### src/rtl/uib_intc_pkg.sv
// Shared definitions for the uib interrupt controller: register offsets,
// bus FSM states, access decode and the claim-id width helper.
package uib_intc_pkg;

  localparam logic [1:0] REG_PENDING   = 2'd0;
  localparam logic [1:0] REG_ENABLE    = 2'd1;
  localparam logic [1:0] REG_CLAIM     = 2'd2;
  localparam logic [1:0] REG_INSERVICE = 2'd3;

  // Full 32-bit word access encoding on the uib mode field.
  localparam logic [2:0] MODE_WORD = 3'b010;

  typedef enum logic [1:0] {
    IDLE = 2'd0,
    ACK  = 2'd1,
    HOLD = 2'd2
  } bus_state_e;

  typedef struct packed {
    logic       hit;
    logic       word;
    logic [1:0] sel;
  } acc_dec_t;

  function automatic int unsigned id_width(input int unsigned nsrc);
    return $clog2(nsrc + 1);
  endfunction

endpackage

### src/rtl/uib_intc_prio.sv
// Lowest-index-first priority encoder; id is index+1, 0 when nothing is set.
module uib_intc_prio #(
  parameter int unsigned NSRC = 8,
  parameter int unsigned IDW  = 4
) (
  input  logic [NSRC-1:0] vec_i,
  output logic            valid_c_o,
  output logic [IDW-1:0]  id_c_o
);

  assign valid_c_o = |vec_i;

  // Scan high to low so the lowest set index is written last and wins.
  always_comb begin
    id_c_o = '0;
    for (int i = int'(NSRC) - 1; i >= 0; i--) begin
      if (vec_i[i]) begin
        id_c_o = IDW'(i + 1);
      end
    end
  end

endmodule

### src/rtl/uib_intc.sv
// uib slave interrupt controller: latched pending/enable/in-service per source,
// claim/complete through registers and one registered intr line to the cpu.
module uib_intc
  import uib_intc_pkg::*;
#(
  parameter int unsigned     XLEN      = 32,
  parameter int unsigned     ADDR_W    = 28,
  parameter int unsigned     NSRC      = 8,
  parameter logic [NSRC-1:0] EDGE_MASK = {NSRC{1'b1}}
) (
  input  logic              clk,
  input  logic              rst,
  input  logic              req,
  input  logic              wen,
  input  logic [ADDR_W-1:0] addr,
  input  logic [2:0]        mode,
  input  logic [XLEN-1:0]   dat_i,
  output logic [XLEN-1:0]   dat_o,
  output logic              ready,
  input  logic [NSRC-1:0]   src,
  output logic              intr
);

  localparam int unsigned IDW = id_width(NSRC);

  bus_state_e        state_q, state_d;
  logic [NSRC-1:0]   pending_q, pending_d;
  logic [NSRC-1:0]   enable_q, enable_d;
  logic [NSRC-1:0]   insvc_q, insvc_d;
  logic [NSRC-1:0]   src_q;
  logic [XLEN-1:0]   dat_q, dat_d;
  logic              ready_q;
  logic              intr_q, intr_d;

  acc_dec_t          dec_c;
  logic [NSRC-1:0]   claim_vec_c;
  logic [NSRC-1:0]   claim_onehot_c;
  logic [NSRC-1:0]   cmpl_onehot_c;
  logic [NSRC-1:0]   rise_c;
  logic              claim_valid_c;
  logic [IDW-1:0]    claim_id_c;
  logic              cmpl_ok_c;
  logic [XLEN-1:0]   rdata_c;
  logic [NSRC-1:0]   w1c_clr;
  logic [NSRC-1:0]   claim_set;
  logic [NSRC-1:0]   cmpl_clr;
  logic              unused_addr_bits;

  assign unused_addr_bits = ^addr[1:0];

  assign dec_c = '{hit:  (addr[ADDR_W-1:4] == '0),
                   word: (mode == MODE_WORD),
                   sel:  addr[3:2]};

  assign claim_vec_c    = pending_q & enable_q & ~insvc_q;
  assign rise_c         = src & ~src_q;
  assign claim_onehot_c = NSRC'(1) << (claim_id_c - IDW'(1));
  assign cmpl_onehot_c  = NSRC'(1) << (dat_i[IDW-1:0] - IDW'(1));
  assign cmpl_ok_c      = (dat_i != '0) && (dat_i <= XLEN'(NSRC));

  uib_intc_prio #(
    .NSRC (NSRC),
    .IDW  (IDW)
  ) u_prio (
    .vec_i     (claim_vec_c),
    .valid_c_o (claim_valid_c),
    .id_c_o    (claim_id_c)
  );

  // Read mux; upper bits are zero-extended and unmapped addresses read 0.
  always_comb begin
    rdata_c = '0;
    if (dec_c.hit) begin
      case (dec_c.sel)
        REG_PENDING:   rdata_c = XLEN'(pending_q);
        REG_ENABLE:    rdata_c = XLEN'(enable_q);
        REG_CLAIM:     rdata_c = XLEN'(claim_id_c);
        REG_INSERVICE: rdata_c = XLEN'(insvc_q);
        default:       rdata_c = '0;
      endcase
    end
  end

  // Bus FSM plus all register side effects, performed in the IDLE capture cycle.
  always_comb begin
    state_d   = state_q;
    enable_d  = enable_q;
    dat_d     = dat_q;
    w1c_clr   = '0;
    claim_set = '0;
    cmpl_clr  = '0;

    case (state_q)
      IDLE: begin
        if (req) begin
          state_d = ACK;
          dat_d   = wen ? '0 : rdata_c;
          if (dec_c.hit && dec_c.word) begin
            if (wen) begin
              case (dec_c.sel)
                REG_PENDING: w1c_clr  = dat_i[NSRC-1:0] & EDGE_MASK;
                REG_ENABLE:  enable_d = dat_i[NSRC-1:0];
                REG_CLAIM:   cmpl_clr = cmpl_ok_c ? cmpl_onehot_c : '0;
                default:     w1c_clr  = '0;
              endcase
            end else if ((dec_c.sel == REG_CLAIM) && claim_valid_c) begin
              claim_set = claim_onehot_c;
            end
          end
        end
      end
      ACK:     state_d = HOLD;
      HOLD:    state_d = req ? HOLD : IDLE;
      default: state_d = IDLE;
    endcase

    insvc_d   = (insvc_q & ~cmpl_clr) | claim_set;
    // A same-cycle edge overrides a W1C or claim clear on that bit.
    pending_d = (EDGE_MASK & ((pending_q & ~(w1c_clr | (claim_set & EDGE_MASK))) | rise_c))
              | (~EDGE_MASK & src_q);
    intr_d    = |claim_vec_c;
  end

  always_ff @(posedge clk or negedge rst) begin
    if (!rst) begin
      state_q   <= IDLE;
      pending_q <= '0;
      enable_q  <= '0;
      insvc_q   <= '0;
      src_q     <= '0;
      dat_q     <= '0;
      ready_q   <= 1'b0;
      intr_q    <= 1'b0;
    end else begin
      state_q   <= state_d;
      pending_q <= pending_d;
      enable_q  <= enable_d;
      insvc_q   <= insvc_d;
      src_q     <= src;
      dat_q     <= dat_d;
      ready_q   <= (state_d == ACK);
      intr_q    <= intr_d;
    end
  end

  assign dat_o = dat_q;
  assign ready = ready_q;
  assign intr  = intr_q;

endmodule

### config.mk
export PLATFORM = sky130hd
export DESIGN_NAME = uib_intc
export DESIGN_NICKNAME = d
export VERILOG_FILES = /design/src/rtl/uib_intc_pkg.sv /design/src/rtl/uib_intc_prio.sv /design/src/rtl/uib_intc.sv
export SDC_FILE = /design/constraint.sdc
export NUM_CORES = 1
export LEC_CHECK = 0
export CAP_MARGIN = 5
export CELL_PAD_IN_SITES_DETAIL_PLACEMENT = 1
export CELL_PAD_IN_SITES_GLOBAL_PLACEMENT = 1
export CORE_AREA = 2 2 81 115
export CTS_BUF_LIST = sky130_fd_sc_hd__clkbuf_4 sky130_fd_sc_hd__clkbuf_8
export DETAILED_ROUTE_END_ITERATION = 16
export DIE_AREA = 0 0 83 117
export PLACE_DENSITY_LB_ADDON = 0.2
export SLEW_MARGIN = 20
export SYNTH_ARGS = -nofsm -noshare
export SYNTH_HDL_FRONTEND = slang
export SYNTH_SLANG_ARGS = --single-unit
### constraint.sdc
create_clock -name clk -period 2.15 [get_ports clk]
set_input_delay 0.43 -clock clk [delete_from_list [all_inputs] [get_ports clk]]
set_output_delay 0.43 -clock clk [all_outputs]
set_load 0.02 [all_outputs]
======== Word level (Yosys, flattened, before mapping) ========
Index checks and enable logic that the tools add are counted.
storage, ports and cells
  register bits after elaboration ......... 68
  output and inout bits ................... 34
  input bits .............................. 75
operators by class
  shifts and indexed selects .............. 2
  equal/unequal tests ..................... 7
  bitwise logic cells ..................... 12
  reduce and logical (&&, ||, !) cells .... 10
  $lt $le $gt $ge ......................... 1
  $add $sub $neg .......................... 2
  multiplexer cells ....................... 30
operators by type and width
  cell                                                             number
  two-way mux 8 bit                                                16
  case mux 32 bit (4 select lines)                                 1
  two-way mux 32 bit                                               2
  bitwise AND 8 bit                                                5
  less-or-equal comparator 32 x 4 -> 1 bit, second input constant  1
  two-way mux 4 bit                                                8
  NOT 8 bit                                                        4
  nonzero test 32 bit                                              1
  logical NOT 24 bit                                               1
  OR 8 bit                                                         3
  left shift 1 x 4 -> 8 bit, first input constant                  2
  OR reduction 8 bit                                               1
  subtractor 4 x 1 -> 4 bit, second input constant                 2
  == test 2 x 1 -> 1 bit, second input constant                    3
  == test 2 bit, second input constant                             3
  case mux 2 bit (3 select lines)                                  1
  AND reduction 5 bit                                              1
  logical NOT 2 bit                                                2
  two-way mux 2 bit                                                2
  == test 3 x 2 -> 1 bit, second input constant                    1
  logical AND 1 bit                                                3
  AND reduction 2 bit                                              1

======== Longest topological paths before layout ========
  word-level depth ........................ 21
  depth in mapped cells ................... 6

======== Modules after synthesis ========
A second synthesis with hierarchy kept.
unflattened totals
  cell total of the unflattened synthesis .. 241
  area total of the unflattened synthesis .. 2432.3 sq um
modules (own cells, without submodules)
  module         times used  seq. area each (sq um)  cells each  area an instance (sq um)
  uib_intc       1           1101.1                  227         2343.5
  uib_intc_prio  1           0.0                     14          88.8

======== Least setup slack after synthesis ========
No wires, ideal clock.
  kind .................................... in2reg
  start point ............................. input port addr[16]
  end point ............................... register enable_q[1]
  slack ................................... -0.254 ns
  stages on the path ...................... 5
  buffers on the path ..................... 1
  arrival time ............................ 2.279 ns
  cell sequence ........................... or4_1 > or3_1 > buf_6 > nor4_4 > mux2_2
between the ends
  word-level cells in the longest chain between the ends .. 3
RTL lines
  what                                  RTL line         text
  start: declaration                    uib_intc.sv:15   input logic [ADDR_W-1:0] addr,
  logical NOT 24 bit                    uib_intc.sv:51   assign dec_c = '{hit: (addr[ADDR_W-1:4] == '0),
  logical AND 1 bit                     uib_intc.sv:98   if (dec_c.hit && dec_c.word) begin
  AND reduction 5 bit (no source line)  --
  end signal: assignment                uib_intc.sv:137  enable_q <= enable_d;
  end: declaration                      uib_intc.sv:28   logic [NSRC-1:0] enable_q, enable_d;
Every way passes these cells.
A chain may end at the register's enable or synchronous reset.

======== Worst setup path in the final report ========
Same ends and word-level chain as after synthesis.

==> results.yml <==
global_routing:
  grt_pass1_wl_um: 13400
  gr-total-overflow: 0
  grt_usage: 0.175
  antenna_found_initial: 0
  grt_max_degree: 24
  grt_pass1_vias: 2594
cells_and_area:
  stdcell_count: 471
  fin_util: 0.443
  nNetsFinal: 438
  insertedDiodeCount: 0
  drive_above_1_share: 0.239
  fill_cells: 974
  area.growth.synth_to_final_pct: 57.8
  seq_area_um2: 1100
  multiInputGateArea_um2: 1330
  final_cell_mix: "clkdlybuf4s50_1, dfrtp_1, buf_4"
  final_common_cell: "clkdlybuf4s50_1"
sta:
  fin_hold_ws_ns: 0.0997
  slew_headroom: 0.617
  max_freq_ghz: 0.471
  fin_skew_ns: 0.0103
  tightest_slew_ns: 0.575
  setup_viol: 0
  period_needed_ns: 2.12
  slew_viol_final: 0
  final_hold_viol_count: 0
  worst_slack_ns: 0.0277
  fin_crit_sh: 0.987
  rsz0062_at_grt: "yes"
route:
  ant_nets: 0
  dr.pass1.iters: 5
  drtIter0Drc: 87
  drc: 0
  wl_per_cell_um: 17.8
  finalWirelength_um: 8400
  vias: 2375
  viasPerCell: 5.04
yosys:
  synth-compound-area-share: 0.142
  syn_inst: 243
  synth_top_family_by_area: "simple AND/OR/NAND/NOR gates"
  ys_async_sr_fraction: 1.00
  synth.avg_cell_area_um2: 10.1
  synth.area.mux_share: 0.0625
  synth_area_um2: 2460
  synth-seq-cells: 44
  synth_edf_count: 0
  synth-adder-area-share: 0
  synth_top_flop_cell: "dfrtp_1"
  yosys_warnings: 0
  synth-simple-area-share: 0.238
  synth_seq_area_share: 0.447
  synth.distinct_cells: 42
  synth_xor_area_frac: 0
clock_network:
  hold_buffers: 0
  cts.clk_slew.worst_paths_ns: 0.09
  clock_sinks: 44
  ctsRootBufferMaster: "clkbuf_8"
  clk_latency_ns: 0.32
  cts_buffer_depth: 2
  htree_levels: 2
  cts_tree: "built"
  cts_buffers: 5
pwr:
  ir_worst_vdd_mv: 0.367
  p_per_area_nw_per_um2: 501
  p_leak_nw: 1.81
  finalPower_mw: 1.95
placement:
  gp_congestion: 0.876
  dp_slack_ns: -0.672
  portBuffers: 82
  place_hpwl_um: 6440
  place_inst: 457
outcome:
  outcome: "complete, no violations"
floorplanning:
  rows: 41
  core_um2: 8770
  die_w_um: 83
  fp.dieArea_um2: 9710
  ios: 109
  start_util: 0.281
  die_h_um: 117
setup_path:
  cp.arrival_ns: 2.32
  cp-start-kind: "input pin"
  endpoint_kind: "register"
  worst_ep_required_time_ns: 2.35
  cp_max_fo: 7
  path_class: "in -> reg"
flow_run:
  maxCapViolations: 0
worst_hold_path:
  hold_path_class: "in -> async"
-- final timing paths --
check,from,endpoint,slack [ns],depth (start not counted)
max,addr[16],enable_q[1],0.03,6
max in group asynchronous,rst,pending_q[3],1.53,2
max reg2reg,state_q[0],enable_q[1],0.04,5
min reg2reg,dat_o[6],dat_o[6],0.49,2
min,rst,state_q[1],0.1,1
min in group clk,dat_o[6],dat_o[6],0.49,2
-- synthesized netlist by cell type (all sizes together) (2+ instances only) --
library cell,count,share of area
nand4,5,0.015
nand3,6,0.012
clkbuf,2,0.0030
or4,2,0.0061
inv,17,0.026
o21ai,10,0.020
mux2,11,0.050
a22oi,4,0.012
or3b,2,0.0071
dfrtp,44,0.45
nand2,29,0.044
nor3,2,0.0041
buf,27,0.081
nor2,5,0.0076
a2bb2oi,2,0.0071
a21oi,3,0.0061
nand4bb,2,0.0091
and3b,4,0.014
o41ai,3,0.011
mux2i,3,0.012
nor4,17,0.061
nand3b,11,0.034
nor2b,2,0.0051
or3,2,0.0056
o211ai,2,0.0061
a32o,11,0.045
o31ai,5,0.015
-- final cells by class --
| cell class | count | share of cell area |
|---|---|---|
| clock buffers | 5 | 0.0177 |
| clock inverters | 3 | 0.0119 |
| inverters | 17 | 0.0164 |
| multi-input cells | 176 | 0.341 |
| flip-flops and latches | 44 | 0.283 |
| well taps | 107 | 0.0344 |
| repair buffers | 119 | 0.295 |
-- logic make-up after synthesis --
group,Yosys count
mux,14
buf+inv,46
flops,44
simple gates,93
other cells,1
compound gates,45
-- routing by layer --
metal,global-route usage,wire length (µm),up-vias,part of all wire
li1,-,-,1096,-
met1,0.190,3140,1184,0.37
met2,0.340,4720,80,0.56
met3,0.0252,280,15,0.033
met4,0.0721,256,0,0.030
met5,0,0,-,0
-- sequential cells by signal, indices dropped and copies added, names as in the netlist --
signal	flops
dat_o	8
enable_q	8
insvc_q	8
intr	1
pending_q	8
ready	1
src_q	8
state_q	2
-- worst max-delay path: stages --
cell and delay, ns:
dlygate4sd2_1 0.23, or4_4 0.44, or3_4 0.47, nor4_4 0.24
buf_4 0.20, mux2_4 0.30
-- timing repair --
action / 4_1_cts / 5_1_grt
cloned: 0 / 1
endpoints found under the setup margin: 32 / 21
pin swaps: 5 / 12
setup buffers: 4 / 2
gates resized for setup: 44 / 26
-- power breakdown --
group          total, mW  internal (mW)  switching, mW  leakage (nW)
sequential         0.868          0.856         0.0127         0.541
combinational      0.404          0.210          0.194          1.22
clock              0.676          0.350          0.325        0.0548
total               1.95           1.42          0.532          1.81
-- through the flow --
stage / setup TNS (ns) / instance area [µm²]
floorplan: -2.00 / 2550
global placement: -18.11 / 3540
detailed placement: -18.08 / 3540
CTS: -0.623 / 3770
global route: -0.282 / 3890
finish: 0 / 3890
(Power assumes the default switching activity.)
